<file path="src/rtl/io_buffer_write_arbiter_pkg.sv">
// ---------------------------------------------------------------------------
// io_arb_pkg
// Shared definitions for the IO buffer write arbiter family: FSM state
// encoding and the default buffer geometry, which is also used wherever the
// IO output buffer itself is instantiated so both sides agree on it.
// ---------------------------------------------------------------------------
package io_arb_pkg;

  // Arbiter FSM encoding
  typedef enum logic {
    ST_IDLE  = 1'b0,
    ST_WRITE = 1'b1
  } arb_state_e;

  // Default buffer data width and requester count
  localparam int unsigned IO_ARB_WIDTH   = 32;
  localparam int unsigned IO_ARB_NUM_REQ = 3;
  localparam int unsigned IO_ARB_SRC_W   = 2;

endpackage : io_arb_pkg

</file>
<file path="src/rtl/io_buffer_write_arbiter_rr_picker.sv">
// ---------------------------------------------------------------------------
// rr_picker
// Combinational round-robin picker. The request vector is duplicated to
// 2*N bits and every bit below the pointer is masked off; the lowest
// remaining set bit, folded back modulo N, is the winner. This gives the
// search order ptr, ptr+1, ..., N-1, 0, ..., ptr-1 without a wrap mux.
//
// Ports:
//   req     [N-1:0]   request vector
//   ptr     [PW-1:0]  round-robin pointer (highest-priority index)
//   any_req           at least one request bit set
//   win     [PW-1:0]  winning index (0 when any_req is low)
// ---------------------------------------------------------------------------
module rr_picker #(
  parameter int unsigned N  = 3,
  parameter int unsigned PW = 2
) (
  input  logic [N-1:0]  req,
  input  logic [PW-1:0] ptr,
  output logic          any_req,
  output logic [PW-1:0] win
);

  logic [2*N-1:0] req_dbl_s;
  logic [2*N-1:0] masked_s;
  logic [PW-1:0]  win_s;

  // Build the double-width masked vector and priority-encode its lowest set bit
  always_comb begin
    req_dbl_s = {req, req};
    masked_s  = '0;
    win_s     = '0;
    for (int i = 0; i < 2 * N; i++) begin
      if (i >= int'(ptr)) begin
        masked_s[i] = req_dbl_s[i];
      end else begin
        masked_s[i] = 1'b0;
      end
    end
    // Scan downwards so the last hit written is the lowest set bit
    for (int i = 2 * N - 1; i >= 0; i--) begin
      if (masked_s[i]) begin
        win_s = PW'(i % N);
      end else begin
        win_s = win_s;
      end
    end
  end

  assign any_req = |req;
  assign win     = win_s;

endmodule : rr_picker

</file>
<file path="src/rtl/io_buffer_write_arbiter.sv">
// ---------------------------------------------------------------------------
// io_buffer_write_arbiter
// Shares one IO output buffer register between NUM_REQ writers. A winner is
// picked round-robin in IDLE; the following WRITE cycle presents exactly one
// registered write strobe with the winner's data and a one-cycle ack pulse.
// All outputs are registered; there is no combinational path from req.
//
// Ports:
//   clk         system clock, rising edge
//   rst_n       asynchronous active-low reset (aborts an in-flight write)
//   req         per-requester level request, held until acked
//   req_data    flattened data, slice i = [i*WIDTH +: WIDTH]
//   ack         one-hot, one-cycle pulse for the requester being written
//   buf_we      buffer write enable
//   buf_din     buffer write data (holds its value outside WRITE)
//   busy        high during the WRITE cycle
//   last_src    index of the most recent writer
//   last_valid  at least one write completed since reset
// ---------------------------------------------------------------------------
module io_buffer_write_arbiter
  import io_arb_pkg::*;
#(
  parameter int unsigned WIDTH   = IO_ARB_WIDTH,
  parameter int unsigned NUM_REQ = IO_ARB_NUM_REQ,
  parameter int unsigned SRC_W   = IO_ARB_SRC_W
) (
  input  logic                     clk,
  input  logic                     rst_n,
  input  logic [NUM_REQ-1:0]       req,
  input  logic [NUM_REQ*WIDTH-1:0] req_data,
  output logic [NUM_REQ-1:0]       ack,
  output logic                     buf_we,
  output logic [WIDTH-1:0]         buf_din,
  output logic                     busy,
  output logic [SRC_W-1:0]         last_src,
  output logic                     last_valid
);

  arb_state_e         state_r;
  arb_state_e         state_nxt_s;
  logic               grant_s;
  logic               any_req_s;
  logic [SRC_W-1:0]   win_s;
  logic [SRC_W-1:0]   ptr_r;
  logic [SRC_W-1:0]   ptr_nxt_s;
  logic [NUM_REQ-1:0] ack_nxt_s;
  logic [WIDTH-1:0]   din_nxt_s;

  logic [NUM_REQ-1:0] ack_r;
  logic               buf_we_r;
  logic [WIDTH-1:0]   buf_din_r;
  logic               busy_r;
  logic [SRC_W-1:0]   last_src_r;
  logic               last_valid_r;

  rr_picker #(
    .N  (NUM_REQ),
    .PW (SRC_W)
  ) u_rr_picker (
    .req     (req),
    .ptr     (ptr_r),
    .any_req (any_req_s),
    .win     (win_s)
  );

  // FSM state register
  always_ff @(posedge clk or negedge rst_n) begin
    if (!rst_n) begin
      state_r <= ST_IDLE;
    end else begin
      state_r <= state_nxt_s;
    end
  end

  // Next-state logic; arbitration only takes effect from IDLE
  always_comb begin
    state_nxt_s = ST_IDLE;
    grant_s     = 1'b0;
    case (state_r)
      ST_IDLE: begin
        if (any_req_s) begin
          state_nxt_s = ST_WRITE;
          grant_s     = 1'b1;
        end else begin
          state_nxt_s = ST_IDLE;
          grant_s     = 1'b0;
        end
      end
      ST_WRITE: begin
        state_nxt_s = ST_IDLE;
        grant_s     = 1'b0;
      end
      default: begin
        state_nxt_s = ST_IDLE;
        grant_s     = 1'b0;
      end
    endcase
  end

  // Winner decode: one-hot ack, selected data slice and advanced pointer
  always_comb begin
    ack_nxt_s = '0;
    din_nxt_s = '0;
    for (int i = 0; i < NUM_REQ; i++) begin
      if (win_s == SRC_W'(i)) begin
        ack_nxt_s[i] = 1'b1;
        din_nxt_s    = req_data[i*WIDTH +: WIDTH];
      end else begin
        ack_nxt_s[i] = 1'b0;
      end
    end
    if (win_s == SRC_W'(NUM_REQ - 1)) begin
      ptr_nxt_s = '0;
    end else begin
      ptr_nxt_s = win_s + SRC_W'(1);
    end
  end

  // Registered outputs and round-robin pointer; strobes last exactly one cycle
  always_ff @(posedge clk or negedge rst_n) begin
    if (!rst_n) begin
      ack_r        <= '0;
      buf_we_r     <= 1'b0;
      buf_din_r    <= '0;
      busy_r       <= 1'b0;
      last_src_r   <= '0;
      last_valid_r <= 1'b0;
      ptr_r        <= '0;
    end else begin
      buf_we_r <= grant_s;
      busy_r   <= grant_s;
      if (grant_s) begin
        ack_r        <= ack_nxt_s;
        buf_din_r    <= din_nxt_s;
        last_src_r   <= win_s;
        last_valid_r <= 1'b1;
        ptr_r        <= ptr_nxt_s;
      end else begin
        ack_r <= '0;
      end
    end
  end

  assign ack        = ack_r;
  assign buf_we     = buf_we_r;
  assign buf_din    = buf_din_r;
  assign busy       = busy_r;
  assign last_src   = last_src_r;
  assign last_valid = last_valid_r;

endmodule : io_buffer_write_arbiter

</file>
<file path="config.mk">
export PLATFORM = sky130hd
export DESIGN_NAME = io_buffer_write_arbiter
export DESIGN_NICKNAME = d
export VERILOG_FILES = /design/src/rtl/io_buffer_write_arbiter_pkg.sv /design/src/rtl/io_buffer_write_arbiter_rr_picker.sv /design/src/rtl/io_buffer_write_arbiter.sv
export SDC_FILE = /design/constraint.sdc
export NUM_CORES = 1
export LEC_CHECK = 0
export ABC_CLOCK_PERIOD_IN_PS = 2900
export CAP_MARGIN = 20
export CORE_ASPECT_RATIO = 0.9
export CORE_UTILIZATION = 55
export CTS_CLUSTER_DIAMETER = 150
export CTS_CLUSTER_SIZE = 16
export DETAILED_ROUTE_END_ITERATION = 6
export DONT_BUFFER_PORTS = 1
export PLACE_DENSITY_LB_ADDON = 0.15
export SYNTH_ARGS = -nofsm -noshare
export SYNTH_HDL_FRONTEND = slang
export SYNTH_SLANG_ARGS = --single-unit
</file>
<file path="constraint.sdc">
create_clock -name clk -period 2.9 [get_ports clk]
set_input_delay 0.725 -clock clk [delete_from_list [all_inputs] [get_ports clk]]
set_output_delay 0.725 -clock clk [all_outputs]
set_load 0.03 [all_outputs]
</file>
==> results of run 1 <==
registers in the layout, summed over array words and instances, names as in the netlist:
name	flops
ack	3
buf_din	32
busy	1
last_src	2
last_valid	1
ptr_r	2
cells by family (layout without fill, tap and decap cells):
| kind of cell | Yosys count | in the layout | share of synthesized area [%] |
|---|---|---|---|
| compound gates | 73 | 73 | 32.1 |
| flops | 41 | 41 | 44.9 |
| simple gates | 86 | 86 | 16.0 |
| buf+inv | 31 | 21 | 7.01 |
path summary, 6_finish.rpt:
path | startpoint | to | slack, ns | cells after the start
max in group asynchronous | rst_n | buf_din[31] | 2.70 | 0
hold / removal | rst_n | buf_din[17] | 0.12 | 0
setup reg to reg | ptr_r[1] | buf_din[10] | 0.89 | 5
min in group clk | req[0] | ptr_r[0] | 0.59 | 2
hold reg to reg | ptr_r[1] | ptr_r[1] | 0.67 | 2
setup / recovery | ptr_r[1] | buf_din[10] | 0.89 | 5
metal layers:
metal,vias up,GRT usage (%),routed length [um]
met4,0,7.50,81
met2,115,45.8,2920
met1,943,33.4,2330
li1,862,-,-
met3,11,10.7,590
met5,-,0,0
placed cells by master, fill, tap and decap left out, drive strengths merged:
cell type and n:
o221a 32, nor4b 1, nor4bb 1, clkbuf 7, or3 1, or2b 1, or4 1, and3b 1
inv 3, o211ai 1, and3 1, nor3 1, o2111ai 1, or2 1, nor2 4, o21ai 4
nor3b 2, nand2 70, a21oi 3, a221o 32, dfrtp 41, buf 11, nand2b 1
layout make-up:
type,count,area (um^2)
inverters,3,11.3
flip-flops and latches,41,1030
multi-input cells,159,1100
repair buffers,11,82.6
well taps,46,57.6
clock buffers,7,86.3
fillers,327,1470
per-stage QoR:
step	utilization (%)	std cells	hold slack [ns]
2_1_floorplan	-	231	0.429
3_3_place_gp	59.5	260	0.430
3_5_place_dp	59.5	260	0.430
4_1_cts	61.7	267	0.115
5_1_grt	61.7	267	0.0959
6_report	61.7	267	0.124
power groups by stage:
stage,sequential (uW),clock [uW],combinational [uW]
6_report,1430,370,700
5_1_grt,1460,409,766
4_1_cts,1430,380,701
3_5_place_dp,1440,0,704
3_3_place_gp,1440,0,668
2_1_floorplan,1390,0,611
critical path: cells and delay by family (launching register included):
kind            cells  cell delay (ns)
flops               1             0.47
buf+inv             1             0.22
simple gates        2             0.71
compound gates      2             0.50
==> metrics.yaml, run 1 <==
initial_utilization_pct: 59.5
yosysSeqAreaShare_pct: 44.9
place_ws_ns: 0.650
final_area_um2: 2370
final_max_slew_viol_count: 0
clock_latency_ns: 0.29
grt_pass1_wl_mm: 9.58
routedWlPerCell_um: 22.2
leakage_uw: 0.00107
outcome: "complete, no violations"
p_int_uw: 1360
worstPathMaxFanout: 17
cp-end-kind: "register"
dieArea_um2: 4410
die_h_um: 63.1
drc: 0
clkSinkCount: 41
p_seq_share_pct: 57.2
syn_area_per_cell_um2: 9.89
synth_top_area_cell: "dfrtp_1"
portBuffers: 0
drive_gt1_share_pct: 23.5
yosysWarnings: 0
first_pass_iters: 5
diodes: 0
vias_per_cell: 7.23
synth_edf_count: 0
powerDensity_nw_per_um2: 1060
crit_slowest_cell: "or4_1"
critical_path_required_ns: 3.08
path_clk_slew_ns: 0.07
clkPwrFrac_pct: 14.8
hold_class: "input port to asynchronous set/reset pin"
gr-usage-all-layers_pct: 27.5
post_cts_buffers: 0
synth_cell_types: 25
fmax_ghz: 0.497
switchingPower_uw: 1140
worst_slew_pin_slew_ns: 0.613
cts_tree: "done"
critPathKind: "register to register"
yosys-top-cells-area: "dfrtp_1 (45%), o221a_2 (16%), a221o_1 (14%), nand2_1 (12%), clkbuf_1 (2.5%)"
netlist_top_cells_count: "nand2_1 (70), dfrtp_1 (41), a221o_1 (32), o221a_2 (32), clkbuf_1 (15)"
power_frac_comb_pct: 28.0
synthFlopType: "dfrtp_1"
slew_headroom_pct: 59.0
core_area_um2: 3840
total_power_uw: 2500
root_buffer: "clkbuf_8"
cap_violations: 0
final_nets: 322
wirelength_mm: 5.93
synthArstFlopShare_pct: 100
dr.first_iter.drc_count: 134
arrival_ns: 2.19
critPathMaxStageDelay_ns: 0.51
worstSetupStartpointType: "register"
fp.dieW_um: 69.9
post_dp_cell_area_um2: 2280
row_count: 21
dr_total_vias: 1931
grt_overflow: 0
ios: 141
irDropWorstVdd_uv: 418
drtAntennaViolNets: 0
synthMostInstantiatedCell: "nand2_1"
worst_clock_skew_ns: 0.00133
place_hpwl_mm: 4.26
finalCritPeriodShare_pct: 69.5
postCtsHoldBufs: 0
grt_antenna_before_repair: 0
min_period_ns: 2.01
grt_max_degree: 42
rsz0062_at_grt: "no"
yosys.area.top_type_share_pct: 44.9
syn_nets: 332
cp_cell_sequence: "and3_1 > or4_1 > buf_4 > a221o_1 > o221a_2"
clock_path_buffers: 2
ctsResizeCount: 0
grt_pass1_vias: 1927
synth-seq-cells: 41
syn_to_final_growth_pct: 3.67
swShare_pct: 45.7
fin_tns_setup_ns: 0
synthesis.area_um2: 2280
cts_made_buffers: 5
syn_inst: 231
setup_viol: 0
place_congestion: 0.785
worst_slack_ns: 0.886
finalHoldViolCount: 0
h-tree-depth: 2
(Power assumes the default switching activity.)
==> run 2, diff against run 1 <==
--- a/config.mk
+++ b/config.mk
@@ -5,7 +5,8 @@
 export SDC_FILE = /design/constraint.sdc
 export NUM_CORES = 1
 export LEC_CHECK = 0
-export ABC_CLOCK_PERIOD_IN_PS = 2900
+export ABC_AREA = 1
+export ABC_CLOCK_PERIOD_IN_PS = 1700
 export CAP_MARGIN = 20
 export CORE_ASPECT_RATIO = 0.9
 export CORE_UTILIZATION = 55
==> constraint.sdc (replaced) <==
create_clock -name clk -period 1.7 [get_ports clk]
set_input_delay 0.425 -clock clk [delete_from_list [all_inputs] [get_ports clk]]
set_output_delay 0.425 -clock clk [all_outputs]
set_load 0.03 [all_outputs]
==> run 2 against run 1 <==
Against the previous run: clock skew grew 0.0033 ns; routed wire length grew 12%; hold slack better by 0.21 ns; sequential share of layout area decreased by 8.8 points; count of clock-buffer cells in the layout unchanged; register-to-register slack got worse by 0.71 ns; final cell count is 80% higher; maximum frequency increased by 32%; design area up 25%.
==> metrics.yaml, run 2 <==
synthMostInstantiatedCell: "nand2_1"
yosys.area.top_type_share_pct: 36.2
netlist_top_cells_count: "nand2_1 (168), inv_1 (72), nand3_1 (46)"
finish.utilization_pct: 60.6
cts_tree: "done"
core_area_um2: 4890
yosysWarnings: 0
clock_path_buffers: 2
path_clk_slew_ns: 0.08
syn_area_per_cell_um2: 6.71
syn_nets: 523
dr.first_iter.drc_count: 132
synth-seq-cells: 41
slew_headroom_pct: 58.5
yosys-top-cells-area: "dfrtp_1 (36%), nand2_1 (22%), inv_1 (9.5%), nand3_1 (8.1%), nand3_2 (7.1%)"
routedWlPerCell_um: 13.8
syn_inst: 422
ios: 141
grtUsageMet1_pct: 29.9
hold_class: "input port to register"
clock_latency_ns: 0.29
worst_slack_ns: 0.174
synthArstFlopShare_pct: 100
final_cell_mix: "nand2_1 (168), inv_1 (72), nand3_1 (46)"
grt_pass1_vias: 2287
outcome: "complete, no violations"
crit_slowest_cell: "dfrtp_1"
final_nets: 515
leakage_uw: 0.00183
min_from: "req_data[16]"
critPathLaunch: "ptr_r[1]"
yosysSeqAreaShare_pct: 36.2
worst_slew_pin_slew_ns: 0.622
cp_cell_sequence: "inv_1 > nand3_4 > nand3_4 > buf_12 > nand2_1 > inv_1 > nand2_1 > nand2_1 > nand2_1"
synthesis.area_um2: 2830
drc: 0
grt_overflow: 0
drive_gt1_share_pct: 11.8
synthFlopType: "dfrtp_1"
clkSinkCount: 41
fp.dieW_um: 77.7
final_common_cell: "nand2_1"
synth_edf_count: 0
min_period_ns: 1.53
synth_cell_types: 21
vias_per_cell: 5.19
worstSetupStartpointType: "register"
fin_tns_setup_ns: 0
diodes: 0
drtAntennaViolNets: 0
critical_path_required_ns: 1.89
row_count: 24
first_pass_iters: 4
critPathMaxStageDelay_ns: 0.40
synth_top_area_cell: "dfrtp_1"
rsz0062_at_grt: "no"
finalHoldViolCount: 0
worstPathMaxFanout: 54
final_max_slew_viol_count: 0
irDropWorstVdd_uv: 863
grt_max_degree: 55
worst_clock_skew_ns: 0.00459
cp-end-kind: "register"
arrival_ns: 1.72
setup_viol: 0
use_met3_pct: 10.1
total_power_uw: 4890
h-tree-depth: 2
powerDensity_nw_per_um2: 1650
use_met2_pct: 41.7
place_hpwl_mm: 4.56
largest_reg_flops: 32
cap_violations: 0
dieArea_um2: 5440
portBuffers: 0
r2r_start: "ptr_r[1]"
critPathKind: "register to register"
busiest_layer: "met2"
fmax_ghz: 0.655
root_buffer: "clkbuf_8"
die_h_um: 70.1
gr-usage-all-layers_pct: 25.3
grt_pass1_wl_mm: 10.6
place_ws_ns: 0.165
dr_total_vias: 2493
cts_made_buffers: 5
syn_to_final_growth_pct: 4.77
place_congestion: 0.765
finalCritPeriodShare_pct: 89.8
cp_common_cell: "nand2_1"
grt_antenna_before_repair: 0
initial_utilization_pct: 57.9
wirelength_mm: 6.62
## run 2: cell count changes in the layout (fill, tap and decap cells not counted), moves of 20 or more
cell / change
o221a_2: -32
a221o_1: -32
nand3_1: +46
nand2_1: +98
inv_1: +69
o21ai_0: +30
nand3_2: +20
## run 2: worst max-delay path, delay by kind of cell (launching register included)
kind          cells  cell delay (ns)
buf+inv           3             0.43
simple gates      6             0.58
flops             1             0.40
## run 2: per-stage QoR
stage               hold slack, ns  std cells  area (um^2)
floorplan                    0.129        422         2830
global placement             0.130        470         2820
detailed placement           0.130        470         2820
CTS                          0.332        480         2970
global route                 0.342        480         2970
finish                       0.338        480         2970
## run 2: repair_timing
item,4_1_cts,5_1_grt
hold buffers,2,0
gates resized for setup,0,0
setup buffers,0,0
hold endpoints to repair,41,0
## run 2: area by class of cell
type                            count  area (um^2)
Tap cell                           65         81.3
Inverter                           75          282
Fill cell                         480         1930
Timing Repair Buffer               12          130
Clock buffer                        7         86.3
Multi-Input combinational cell    279         1330
Sequential cell                    41         1030
Clock inverter                      1         30.0
## run 2: kinds of logic after synthesis
logic type	count (synthesis)	share of synthesized area [%]
buf+inv	102	17.0
simple gates	244	40.3
flops	41	36.2
compound gates	35	6.45
## run 2: final timing paths
check                      slack [ns]  cells after the start     endpoint
setup reg to reg                 0.17                      9  buf_din[22]
hold reg to reg                  0.61                      2     ptr_r[0]
setup / recovery                 0.17                      9  buf_din[22]
min in group asynchronous        0.61                      2  buf_din[17]
hold / removal                   0.34                      4  buf_din[16]
max in group asynchronous        0.89                      2  buf_din[31]
## run 2: metal layers
metal | vias to the layer above | wire length (um)
li1 | 1259 | -
met1 | 1114 | 2710
met2 | 109 | 3180
met3 | 11 | 605
met4 | 0 | 124
met5 | - | 0
## run 2: power by group
part | internal [uW] | switching, uW | leakage (uW)
logic | 598 | 1100 | 0.00126
clock network | 479 | 333 | 0.0000585
registers | 1350 | 1030 | 0.000505
==> run 3, diff against run 2 <==
==> constraint.sdc (replaced) <==
create_clock -name clk -period 1.7 [get_ports clk]
set_input_delay 0.425 -clock clk [delete_from_list [all_inputs] [get_ports clk]]
set_output_delay 0.425 -clock clk [all_outputs]
set_load 0.02 [all_outputs]
==> run 3 against run 2 <==
Against the previous run: global-route usage shrank 0.52 points; sequential power shrank 12%; highest routed layer unchanged; non-clock buffer count is the same; register-to-register slack is essentially flat; critical path depth is the same; hold slack gained 0.0024 ns; final cell count is the same.
==> metrics.yaml, run 3 (synthesis results as in run 2) <==
clock_path_buffers: 2
min_period_ns: 1.51
powerDensity_nw_per_um2: 1500
finalHoldViolCount: 0
place_congestion: 0.765
grt_overflow: 0
slew_headroom_pct: 58.6
fmax_ghz: 0.661
worstPathMaxFanout: 54
worstSetupStartpointType: "register"
fillers: 462
critical_path_required_ns: 1.89
p_int_uw: 2240
cts_tree: "done"
drive_gt1_share_pct: 11.8
final_nets: 515
ctsResizeCount: 0
drtAntennaViolNets: 0
finalCritPeriodShare_pct: 89.0
outcome: "complete, no violations"
p_seq_share_pct: 47.7
final_max_slew_viol_count: 0
portBuffers: 0
die_h_um: 70.1
ios: 141
h-tree-depth: 2
wirelength_mm: 6.44
final_area_um2: 2930
diodes: 0
core_area_um2: 4890
clkSinkCount: 41
vias_per_cell: 5.10
cts_made_buffers: 5
swShare_pct: 49.2
initial_utilization_pct: 57.9
cp_cell_sequence: "inv_1 > nand3_4 > nand3_4 > buf_12 > nand2_1 > inv_1 > nand2_1 > nand2_1 > nand2_1"
cp-end-kind: "register"
switchingPower_uw: 2170
worst_clock_skew_ns: 0.00292
leakage_uw: 0.00181
grt_antenna_before_repair: 0
power_frac_comb_pct: 38.3
crit_slowest_cell: "dfrtp_1"
dr.first_iter.drc_count: 95
grt_pass1_vias: 2202
hold_class: "input port to register"
cp_common_cell: "nand2_1"
place_ws_ns: 0.164
rsz0062_at_grt: "no"
routedWlPerCell_um: 13.4
gr-usage-all-layers_pct: 24.8
drc: 0
fin_tns_setup_ns: 0
grt_max_degree: 55
worst_slack_ns: 0.187
dr_total_vias: 2450
grt_pass1_wl_mm: 10.6
syn_to_final_growth_pct: 3.58
row_count: 24
critPathKind: "register to register"
cap_violations: 0
critPathMaxStageDelay_ns: 0.40
arrival_ns: 1.70
dieArea_um2: 5440
path_clk_slew_ns: 0.08
first_pass_iters: 4
largest_reg_flops: 32
fp.dieW_um: 77.7
irDropWorstVdd_uv: 785
clkPwrFrac_pct: 14.0
clock_latency_ns: 0.29
place_hpwl_mm: 4.46
root_buffer: "clkbuf_8"
final_cell_mix: "nand2_1 (168), inv_1 (72), nand3_1 (46)"
post_dp_cell_area_um2: 2820
final_common_cell: "nand2_1"
setup_viol: 0
worst_slew_pin_slew_ns: 0.620
## run 3: stage by stage
step	hold slack (ns)	instances	utilization (%)	total power (uW)
floorplan	0.129	422	-	3500
global placement	0.130	470	57.6	3740
detailed placement	0.130	470	57.6	3800
CTS	0.334	480	59.9	4460
global route	0.351	480	59.9	4800
finish	0.340	480	59.9	4410
## run 3: layout make-up
type / count / area [um^2] / area share [%]
clock inverter: 2 / 10.0 / 0.341
multi-input combinational: 279 / 1330 / 45.4
timing repair buffer: 12 / 130 / 4.43
inverter: 75 / 282 / 9.59
sequential: 41 / 1030 / 35.0
clock buffer: 6 / 72.6 / 2.47
tap: 65 / 81.3 / 2.77
## run 3: layer usage
layer | GRT usage (%) | routed length, um | vias to the layer above | part of all wire [%]
met1 | 30.8 | 2770 | 1081 | 43
met5 | 0 | 0 | - | 0
met4 | 8.60 | 104 | 0 | 1.6
met3 | 9.15 | 603 | 11 | 9.4
met2 | 39.6 | 2960 | 98 | 46
li1 | - | - | 1260 | -
## run 3: power by group through the flow
stage / registers [uW] / logic, uW / clock network (uW)
floorplan: 2030 / 1470 / 0
global placement: 2120 / 1630 / 0
detailed placement: 2120 / 1680 / 0
CTS: 2110 / 1710 / 636
global route: 2150 / 1980 / 673
finish: 2100 / 1690 / 617
## run 3: final timing paths
kind,start,to,cells past startpoint,slack (ns)
min reg2reg,ptr_r[0],ptr_r[0],2,0.62
max,ptr_r[1],buf_din[14],9,0.19
min,req_data[19],buf_din[19],4,0.34
max in group asynchronous,rst_n,buf_din[26],2,0.90
min in group asynchronous,rst_n,buf_din[19],2,0.61
max reg2reg,ptr_r[1],buf_din[14],9,0.19
## run 3: what timing repair did
item                      CTS  global route
buffers inserted            0             0
hold endpoints to repair   41             0
hold buffers                2             0
## run 3: worst max-delay path: cells and delay by family, from the launching register on
| kind | cells | cell delay (ns) |
|---|---|---|
| AND/OR/NAND/NOR | 6 | 0.57 |
| flip-flops | 1 | 0.40 |
| buffers and inverters | 3 | 0.41 |
